==> config.mk <==
export PLATFORM = sky130hd
export DESIGN_NAME = mux_scan_serializer_flat
export DESIGN_NICKNAME = d
export VERILOG_FILES = /design/src/rtl/mux_scan_serializer_if.sv /design/src/rtl/mux_scan_serializer.sv /design/src/flat_wrapper.sv
export SDC_FILE = /design/constraint.sdc
export NUM_CORES = 1
export LEC_CHECK = 0
export BUFFER_PORTS_ARGS = -buffer_cell sky130_fd_sc_hd__buf_2
export CAP_MARGIN = 40
export CORE_MARGIN = 5
export CORE_UTILIZATION = 39
export DETAILED_ROUTE_END_ITERATION = 8
export HOLD_SLACK_MARGIN = 0.03
export PLACE_DENSITY = 0.71
export RECOVER_POWER = 100
export SYNTH_ARGS = -nofsm -noshare
export SYNTH_HDL_FRONTEND = slang
export SYNTH_SLANG_ARGS = --single-unit
==> constraint.sdc <==
create_clock -name clk -period 1.3 [get_ports clk]
set_clock_uncertainty 0.05 [all_clocks]
set_input_delay 0.13 -clock clk [delete_from_list [all_inputs] [get_ports clk]]
set_output_delay 0.13 -clock clk [all_outputs]
set_load 0.01 [all_outputs]
==> src/rtl/mux_scan_serializer_if.sv <==
`default_nettype none
// ============================================================================
//  Module   : mux_scan_serializer_if
//  Brief    : Upstream handshake, mux drive/return and serial output bundle.
//  Revision : 1.0
// ============================================================================
interface mux_scan_serializer_if;
    logic [7:0] in_data;
    logic       in_valid;
    logic       in_ready;
    logic [7:0] d;
    logic [2:0] s;
    logic       y;
    logic       ser_out;
    logic       ser_valid;
    logic       ser_last;
    logic       busy;

    // master: the serializer itself; slave: word source, mux and serial sink
    modport master (
        input  in_data, in_valid, y,
        output in_ready, d, s, ser_out, ser_valid, ser_last, busy
    );
    modport slave (
        output in_data, in_valid, y,
        input  in_ready, d, s, ser_out, ser_valid, ser_last, busy
    );
endinterface
`default_nettype wire

==> src/rtl/mux_scan_serializer.sv <==
`default_nettype none
// ============================================================================
//  Module   : mux_scan_serializer
//  Brief    : Steps an 8:1 mux select over a held word, LSB-first serial out.
//             SCAN_PARITY_EN appends an even-parity 9th bit.
//  Revision : 1.0
// ============================================================================
module mux_scan_serializer #(
    parameter int BIT_CYCLES = 1
) (
    input  logic                  clk,
    input  logic                  rst_n,
    mux_scan_serializer_if.master bus
);
    localparam int                 c_DIV_W    = (BIT_CYCLES > 1) ? $clog2(BIT_CYCLES) : 1;
    localparam logic [c_DIV_W-1:0] c_DIV_LAST = c_DIV_W'(BIT_CYCLES - 1);
    localparam logic [c_DIV_W-1:0] c_DIV_ONE  = c_DIV_W'(1);
    localparam logic [2:0]         c_S_LAST   = 3'd7;

    localparam logic [1:0] c_ST_IDLE  = 2'd0;
    localparam logic [1:0] c_ST_SHIFT = 2'd1;
`ifdef SCAN_PARITY_EN
    localparam logic [1:0] c_ST_PARITY     = 2'd2;
    localparam logic [1:0] c_ST_AFTER_DATA = c_ST_PARITY;
    localparam logic       c_LAST_ON_DATA  = 1'b0;
`else
    localparam logic [1:0] c_ST_AFTER_DATA = c_ST_IDLE;
    localparam logic       c_LAST_ON_DATA  = 1'b1;
`endif

    logic [1:0]         state_q,     state_d;
    logic [7:0]         d_q,         d_d;
    logic [2:0]         s_q,         s_d;
    logic [c_DIV_W-1:0] divider_q,   divider_d;
    logic               ser_out_q,   ser_out_d;
    logic               ser_valid_q, ser_valid_d;
    logic               ser_last_q,  ser_last_d;

    logic w_bit_done;
    assign w_bit_done = (divider_q == c_DIV_LAST);

    always_ff @(posedge clk or negedge rst_n) begin
        if (!rst_n) begin
            state_q     <= c_ST_IDLE;
            d_q         <= 8'd0;
            s_q         <= 3'd0;
            divider_q   <= '0;
            ser_out_q   <= 1'b0;
            ser_valid_q <= 1'b0;
            ser_last_q  <= 1'b0;
        end else begin
            state_q     <= state_d;
            d_q         <= d_d;
            s_q         <= s_d;
            divider_q   <= divider_d;
            ser_out_q   <= ser_out_d;
            ser_valid_q <= ser_valid_d;
            ser_last_q  <= ser_last_d;
        end
    end

    always_comb begin
        state_d = state_q;
        case (state_q)
            c_ST_IDLE:  if (bus.in_valid) state_d = c_ST_SHIFT;
            c_ST_SHIFT: if (w_bit_done && (s_q == c_S_LAST)) state_d = c_ST_AFTER_DATA;
`ifdef SCAN_PARITY_EN
            c_ST_PARITY: if (w_bit_done) state_d = c_ST_IDLE;
`endif
            default:    state_d = c_ST_IDLE;
        endcase
    end

    // y is sampled in the same cycle its select is presented on s
    always_comb begin
        d_d         = d_q;
        s_d         = s_q;
        divider_d   = divider_q;
        ser_out_d   = ser_out_q;
        ser_valid_d = 1'b0;
        ser_last_d  = 1'b0;
        case (state_q)
            c_ST_IDLE: begin
                if (bus.in_valid) begin
                    d_d       = bus.in_data;
                    s_d       = 3'd0;
                    divider_d = '0;
                end
            end
            c_ST_SHIFT: begin
                if (w_bit_done) begin
                    ser_out_d   = bus.y;
                    ser_valid_d = 1'b1;
                    divider_d   = '0;
                    s_d         = (s_q == c_S_LAST) ? 3'd0 : s_q + 3'd1;
                    ser_last_d  = c_LAST_ON_DATA && (s_q == c_S_LAST);
                end else begin
                    divider_d = divider_q + c_DIV_ONE;
                end
            end
`ifdef SCAN_PARITY_EN
            c_ST_PARITY: begin
                if (w_bit_done) begin
                    ser_out_d   = ^d_q;
                    ser_valid_d = 1'b1;
                    ser_last_d  = 1'b1;
                    divider_d   = '0;
                end else begin
                    divider_d = divider_q + c_DIV_ONE;
                end
            end
`endif
            default: begin
                s_d       = 3'd0;
                divider_d = '0;
            end
        endcase
    end

    assign bus.in_ready  = (state_q == c_ST_IDLE);
    assign bus.busy      = (state_q != c_ST_IDLE);
    assign bus.d         = d_q;
    assign bus.s         = s_q;
    assign bus.ser_out   = ser_out_q;
    assign bus.ser_valid = ser_valid_q;
    assign bus.ser_last  = ser_last_q;
endmodule
`default_nettype wire

==> src/flat_wrapper.sv <==
// flat-port wrapper written by rule: the top's interface ports become plain ports
module mux_scan_serializer_flat 
#(
    parameter int BIT_CYCLES = 1
)
  (clk, rst_n, bus_in_data, bus_in_valid, bus_y, bus_in_ready, bus_d, bus_s, bus_ser_out, bus_ser_valid, bus_ser_last, bus_busy);
  mux_scan_serializer_if bus_i ();
  input  logic clk;
  input  logic rst_n;
  input wire logic [$bits(bus_i.in_data)-1:0] bus_in_data;
  input wire logic [$bits(bus_i.in_valid)-1:0] bus_in_valid;
  input wire logic [$bits(bus_i.y)-1:0] bus_y;
  output wire logic [$bits(bus_i.in_ready)-1:0] bus_in_ready;
  output wire logic [$bits(bus_i.d)-1:0] bus_d;
  output wire logic [$bits(bus_i.s)-1:0] bus_s;
  output wire logic [$bits(bus_i.ser_out)-1:0] bus_ser_out;
  output wire logic [$bits(bus_i.ser_valid)-1:0] bus_ser_valid;
  output wire logic [$bits(bus_i.ser_last)-1:0] bus_ser_last;
  output wire logic [$bits(bus_i.busy)-1:0] bus_busy;
  assign bus_i.in_data = bus_in_data;
  assign bus_i.in_valid = bus_in_valid;
  assign bus_i.y = bus_y;
  assign bus_in_ready = bus_i.in_ready;
  assign bus_d = bus_i.d;
  assign bus_s = bus_i.s;
  assign bus_ser_out = bus_i.ser_out;
  assign bus_ser_valid = bus_i.ser_valid;
  assign bus_ser_last = bus_i.ser_last;
  assign bus_busy = bus_i.busy;
  mux_scan_serializer #(.BIT_CYCLES(BIT_CYCLES)) u_core (.clk(clk), .rst_n(rst_n), .bus(bus_i));
endmodule
==> results of run 1 <==
-- cells in the final DEF (no fill, tap or decap) --
cell	Yosys	layout
clkbuf_1	0	15
dfrtp_1	15	15
dlygate4sd3_1	0	10
buf_2	0	10
mux2_1	0	8
buf_4	0	4
nor2_1	3	3
clkbuf_4	0	3
inv_1	2	2
clkbuf_2	0	2
and2_2	1	1
a22o_2	1	1
a22o_1	1	1
nor2b_4	1	1
a32o_1	1	1
mux2_2	1	1
ha_2	0	1
ha_1	2	1
clkinv_2	0	1
-- layout make-up --
class                      count  area share, %
sequential                    15           43.3
timing repair buffer          41           28.4
multi-input combinational     19           21.9
clock buffer                   3           2.60
tap                           16           2.31
inverter                       2          0.866
clock inverter                 1          0.577
-- power by group through the flow --
stage                     combinational, W  sequential, W  clock, W
after floorplan                   0.000549       0.000935         0
after global placement            0.000965       0.000805         0
after detailed placement          0.000981       0.000816         0
after CTS                          0.00101       0.000809  0.000276
after global routing              0.000970       0.000833  0.000309
final                             0.000852       0.000802  0.000265
-- metrics by stage --
stage / power (W) / utilization (%) / setup WS [ps] / instances
3_3_place_gp: 0.00177 / 50.6 / 74.8 / 81
4_1_cts: 0.00209 / 58.9 / 32.7 / 95
6_report: 0.00192 / 56.9 / 61.9 / 97
5_1_grt: 0.00211 / 56.9 / 7.41 / 97
2_1_floorplan: 0.00148 / - / 3.57 / 38
3_5_place_dp: 0.00180 / 50.6 / 20.4 / 81
-- critical path, cell delays in order (launching register included) --
cell      delay [ps]
dfrtp_1          400
buf_4            140
buf_4            130
clkbuf_2         120
-- flip-flops by register name, indices dropped and copies added (netlist names) --
name,flops
u_core.bus.s,3
u_core.bus.ser_last,1
u_core.bus.ser_out,1
u_core.bus.d,8
u_core.state_q,1
u_core.bus.ser_valid,1
-- worst max path at each step --
stage                                   from  slack (ps)  cells after the start                          end
2_1_floorplan    u_core.bus.s[0]$_DFFE_PN0P_           4                      3  u_core.bus.s[2]$_DFFE_PN0P_
3_3_place_gp     u_core.bus.s[0]$_DFFE_PN0P_          70                      3  u_core.bus.s[2]$_DFFE_PN0P_
3_5_place_dp     u_core.bus.s[1]$_DFFE_PN0P_          20                      3  u_core.bus.s[2]$_DFFE_PN0P_
4_1_cts          u_core.bus.s[1]$_DFFE_PN0P_          30                      3  u_core.bus.s[2]$_DFFE_PN0P_
5_1_grt        u_core.state_q[0]$_DFFE_PN0P_           7                      3                 bus_in_ready
6_report         u_core.bus.s[0]$_DFFE_PN0P_          60                      3                     bus_s[0]
-- metal layers --
metal,vias up,part of all wire [%],global-route usage [%]
met5,-,0,0
met3,3,13,6.80
met4,0,0.74,2.62
li1,219,-,-
met2,23,47,17.4
met1,210,39,13.1
-- cells in the mapped netlist, drive strengths merged --
cell	n	area, µm²
a22o	2	18.8
a32o	1	10.0
and2	1	7.51
buf	2	31.3
dfrtp	15	375
ha	2	25.0
inv	2	7.51
mux2	9	131
nor2	3	11.3
nor2b	1	13.8
-- cell families after synthesis --
group / Yosys count / synth area share (%)
simple gates: 5 / 5.15
fa+ha+maj: 2 / 3.96
mux: 9 / 20.8
compound gates: 3 / 4.55
flops: 15 / 59.4
buf+inv: 4 / 6.14
-- timing repair --
action / in CTS / in global routing
buffers inserted: 0 / 2
hold buffers: 10 / 0
gates resized for setup: 0 / 1
endpoints found under the setup margin: 0 / 1
hold endpoints to repair: 24 / 0
==> results.toml, run 1 <==
[floorplan]
initial_core_util_pct = 41.5
die-area_mm2 = 0.00253
die_y_um = 50.3
core_area_mm2 = 0.00152
dieWidth_um = 50.3
io_pins = 28
rows = 14

[hold_path]
hold_depth = 3
worstHoldStart = "bus_in_valid"
holdPathEnd = "u_core.state_q[0]$_DFFE_PN0P_"
hold_class = "in -> reg"

[sta]
drv_slew = 0
rsz0062_at_grt = "false"
clock.fmax_mhz = 808
finalSetupViolCount = 0
period_share_pct = 95.2
hold_violations = 0
relSlewSlack_pct = 47.8
min_period_ps = 1240
holdWs_ps = 88.6
tightest_slew_ps = 782
tns_ps = 0

[place]
routabilityCongestion = 0.694
io_buffers = 27
place_area_um2 = 771

[cts]
worstSkewPairLatency_ps = 280
cts_buffers = 3
cts_root_buf = "clkbuf_4"
cts.htree.levels = 1
cts.sink_count = 15
clockBufferDepth = 2
cts_tree = "yes"
clk_pin_slew_ps = 80

[pwr]
swShare_pct = 35.2
intPower_w = 0.00124
ir_drop_mv = 1.40
switchingPower_w = 0.000676
power_frac_seq_pct = 41.8
power_frac_clock_pct = 13.8
power_density_mw_per_mm2 = 2210
p_comb_share_pct = 44.4
p_leak_nw = 0.411

[synth]
netlist-cell-type-count = 13
synth_area_um2 = 632
synth-seq-cells = 15
ys_warn_count = 0
avgSynthCellArea_um2 = 16.6
yosysSeqAreaShare_pct = 59.4
synthCells = 38
synth_nets = 52

[detailed_routing]
route.detailed.drc = 0
antenna_left = 0
wl_per_cell_um = 12.6
vias = 455
drt_first_pass_iters = 1
wl_um = 1220
via_per_inst = 4.69
drtIter0Drc = 0

[critical_path]
crit-reg2reg-launch = "u_core.bus.s[0]$_DFFE_PN0P_"
reg2reg_slack_ps = 60
cp.arrival_ps = 1060
path_class = "reg -> out"
cp_max_fo = 3
worstPathRequired_ps = 1120
cp-end-kind = "output port"
crit_path_start_kind = "flop"
rr_endpoint = "u_core.bus.s[2]$_DFFE_PN0P_"
r2r_cells = 3

[final_layout]
fillers = 155
seq_area_um2 = 375
drive_gt1_share_pct = 30.9
multiInputGateArea_um2 = 190
diodes = 0
areaGrowthSynthToFinish_pct = 37.2
stdcell_area_um2 = 867
layout.nets = 96

[flow_run]
max_cap_viol_count = 0

[grt]
grtUsageTotal_pct = 11.2
grt_pass1_wl_um = 2170
grt_max_degree = 16
antenna_found_initial = 0
grt.overflow.total = 0
grt_pass1_vias = 485

[status]
outcome = "complete, no violations"
Note: power is estimated with default switching activity, not from simulation.
==> inputs of run 2 (changes only) <==
Settings changed: CORE_ASPECT_RATIO set to 1.25.
==> run 2 against run 1 <==
Maximum frequency shrank 0.79%. Highest routed layer unchanged. Power is 2.1% lower. Largest power group is now sequential cells. Sequential power grew 2%. Critical path type is now reg -> reg. Clock power shrank 3%. Critical endpoint is now u_core.bus.s[2]$_DFFE_PN0P_. Combinational power down 5.4%.
==> results.toml, run 2 (synthesis gave the netlist of run 1 again) <==
[critical_path]
reg2reg_slack_ps = 50
cp_top_family = "adder cells"
cp_slowest_cell = "dfrtp_1"
path_class = "reg -> reg"
crit_path_start_kind = "flop"
cp_max_fo = 3
worstPathRequired_ps = 1420
crit_path_max_incr_delay_ps = 400
cp_num_cells = 3
r2r_cells = 3
worstPathBufferInverterCount = 0
cp.arrival_ps = 1370
crit_chain = "ha_2 > ha_1 > a22o_2"
cp-end-kind = "flop"

[grt]
antenna_found_initial = 0
grt_max_degree = 16
grt.overflow.total = 0
grt_pass1_wl_um = 1950
grtUsageTotal_pct = 11.5
grt_pass1_vias = 445

[cts]
clk_pin_slew_ps = 80
cts.htree.levels = 1
cts_root_buf = "clkbuf_4"
post-cts-setup-buffers = 0
clockBufferDepth = 2
cts.sink_count = 15
cts_tree = "yes"
cts_buffers = 3
worstSkewPairLatency_ps = 280

[pwr]
power_density_mw_per_mm2 = 2230
switchingPower_w = 0.000666
p_leak_nw = 0.393
power_frac_clock_pct = 13.7
ir_drop_mv = 0.853
intPower_w = 0.00121
p_total_w = 0.00188
p_comb_share_pct = 42.9
swShare_pct = 35.4
power_frac_seq_pct = 43.5

[floorplan]
die-area_mm2 = 0.00253
die_y_um = 55
rows = 16
io_pins = 28
core_area_mm2 = 0.00156
dieWidth_um = 46
initial_core_util_pct = 40.5

[sta]
drv_slew = 0
tns_ps = 0
relSlewSlack_pct = 47.2
hold_violations = 0
finalSetupViolCount = 0
tightest_slew_ps = 792
rsz0062_at_grt = "false"
clock.fmax_mhz = 801
min_period_ps = 1250
period_share_pct = 96.0

[detailed_routing]
drtIter0Drc = 2
wl_per_cell_um = 13.1
drt_first_pass_iters = 4
wl_um = 1260
vias = 450
route.detailed.drc = 0
antenna_left = 0
via_per_inst = 4.69

[flow_run]
max_cap_viol_count = 0

[final_layout]
stdcell_area_um2 = 843
final_common_cell = "clkbuf_1"
areaGrowthSynthToFinish_pct = 33.5
fillers = 150
drive_gt1_share_pct = 28.2
mostFrequentLayoutCells = "clkbuf_1, dfrtp_1, buf_2"
final_core_util_pct = 54.0
diodes = 0
layout.nets = 93
multiInputGateArea_um2 = 194
largest_reg_flops = 8
seq_area_um2 = 375

[status]
outcome = "complete, no violations"

[hold_path]
hold_class = "in -> reg"
hold_depth = 2

[place]
routabilityCongestion = 0.607
place_area_um2 = 773
io_buffers = 27
==> run 2: cell types whose count changed in the layout (fill, tap and decap cells not counted), sizes merged <==
cell         change
clkbuf           +1
dlygate4sd3      -1
clkinv           -1
buf              -2
==> run 2: worst register-to-register path: cells and delay by family, from the launching register on <==
kind,cells,cell delay [ps]
adders and majority gates,2,440
DFF,1,400
AOI/OAI and AO/OA,1,250
==> run 2: what timing repair did <==
item	4_1_cts	5_1_grt
hold endpoints to repair	23	0
gates resized for setup	0	1
hold buffers	9	0
setup endpoints to repair	0	2
==> run 2: power by group through the flow <==
| stage | sequential (W) | combinational, W | clock [W] |
|---|---|---|---|
| 2_1_floorplan | 0.000935 | 0.000549 | 0 |
| 3_3_place_gp | 0.000806 | 0.000965 | 0 |
| 3_5_place_dp | 0.000825 | 0.000985 | 0 |
| 4_1_cts | 0.000818 | 0.00101 | 0.000273 |
| 5_1_grt | 0.000845 | 0.000882 | 0.000293 |
| 6_report | 0.000817 | 0.000806 | 0.000257 |
==> run 2: final cells by class <==
type | instances | area share (%)
Sequential cell | 15 | 44.5
Multi-Input combinational cell | 19 | 23.0
Tap cell | 18 | 2.67
Inverter | 2 | 0.890
Clock buffer | 4 | 3.12
Timing Repair Buffer | 38 | 25.8
==> run 2: path summary, 6_finish.rpt <==
| kind | start | to |
|---|---|---|
| setup reg to reg | u_core.bus.s[1]$_DFFE_PN0P_ | u_core.bus.s[2]$_DFFE_PN0P_ |
| min in group asynchronous | rst_n | u_core.state_q[0]$_DFFE_PN0P_ |
| setup / recovery | u_core.bus.s[1]$_DFFE_PN0P_ | u_core.bus.s[2]$_DFFE_PN0P_ |
| max in group asynchronous | rst_n | u_core.bus.s[1]$_DFFE_PN0P_ |
| hold reg to reg | u_core.bus.d[7]$_DFFE_PN0P_ | u_core.bus.d[7]$_DFFE_PN0P_ |
| hold / removal | bus_in_data[0] | u_core.bus.d[0]$_DFFE_PN0P_ |
==> run 2: layer usage <==
layer  track usage [%]  routed length [µm]
met4              11.4                  59
met1              11.5                 426
met3              2.27                  93
met2              19.0                 674
met5                 0                   0
==> run 2: through the flow <==
step           worst slack (ps)  cells  hold slack, ps
6_report                   52.1     96            44.2
4_1_cts                    32.0     96            40.7
5_1_grt                    16.0     96            25.5
3_5_place_dp               47.8     83          -0.653
2_1_floorplan              3.57     38            -216
3_3_place_gp               72.4     83           -2.28
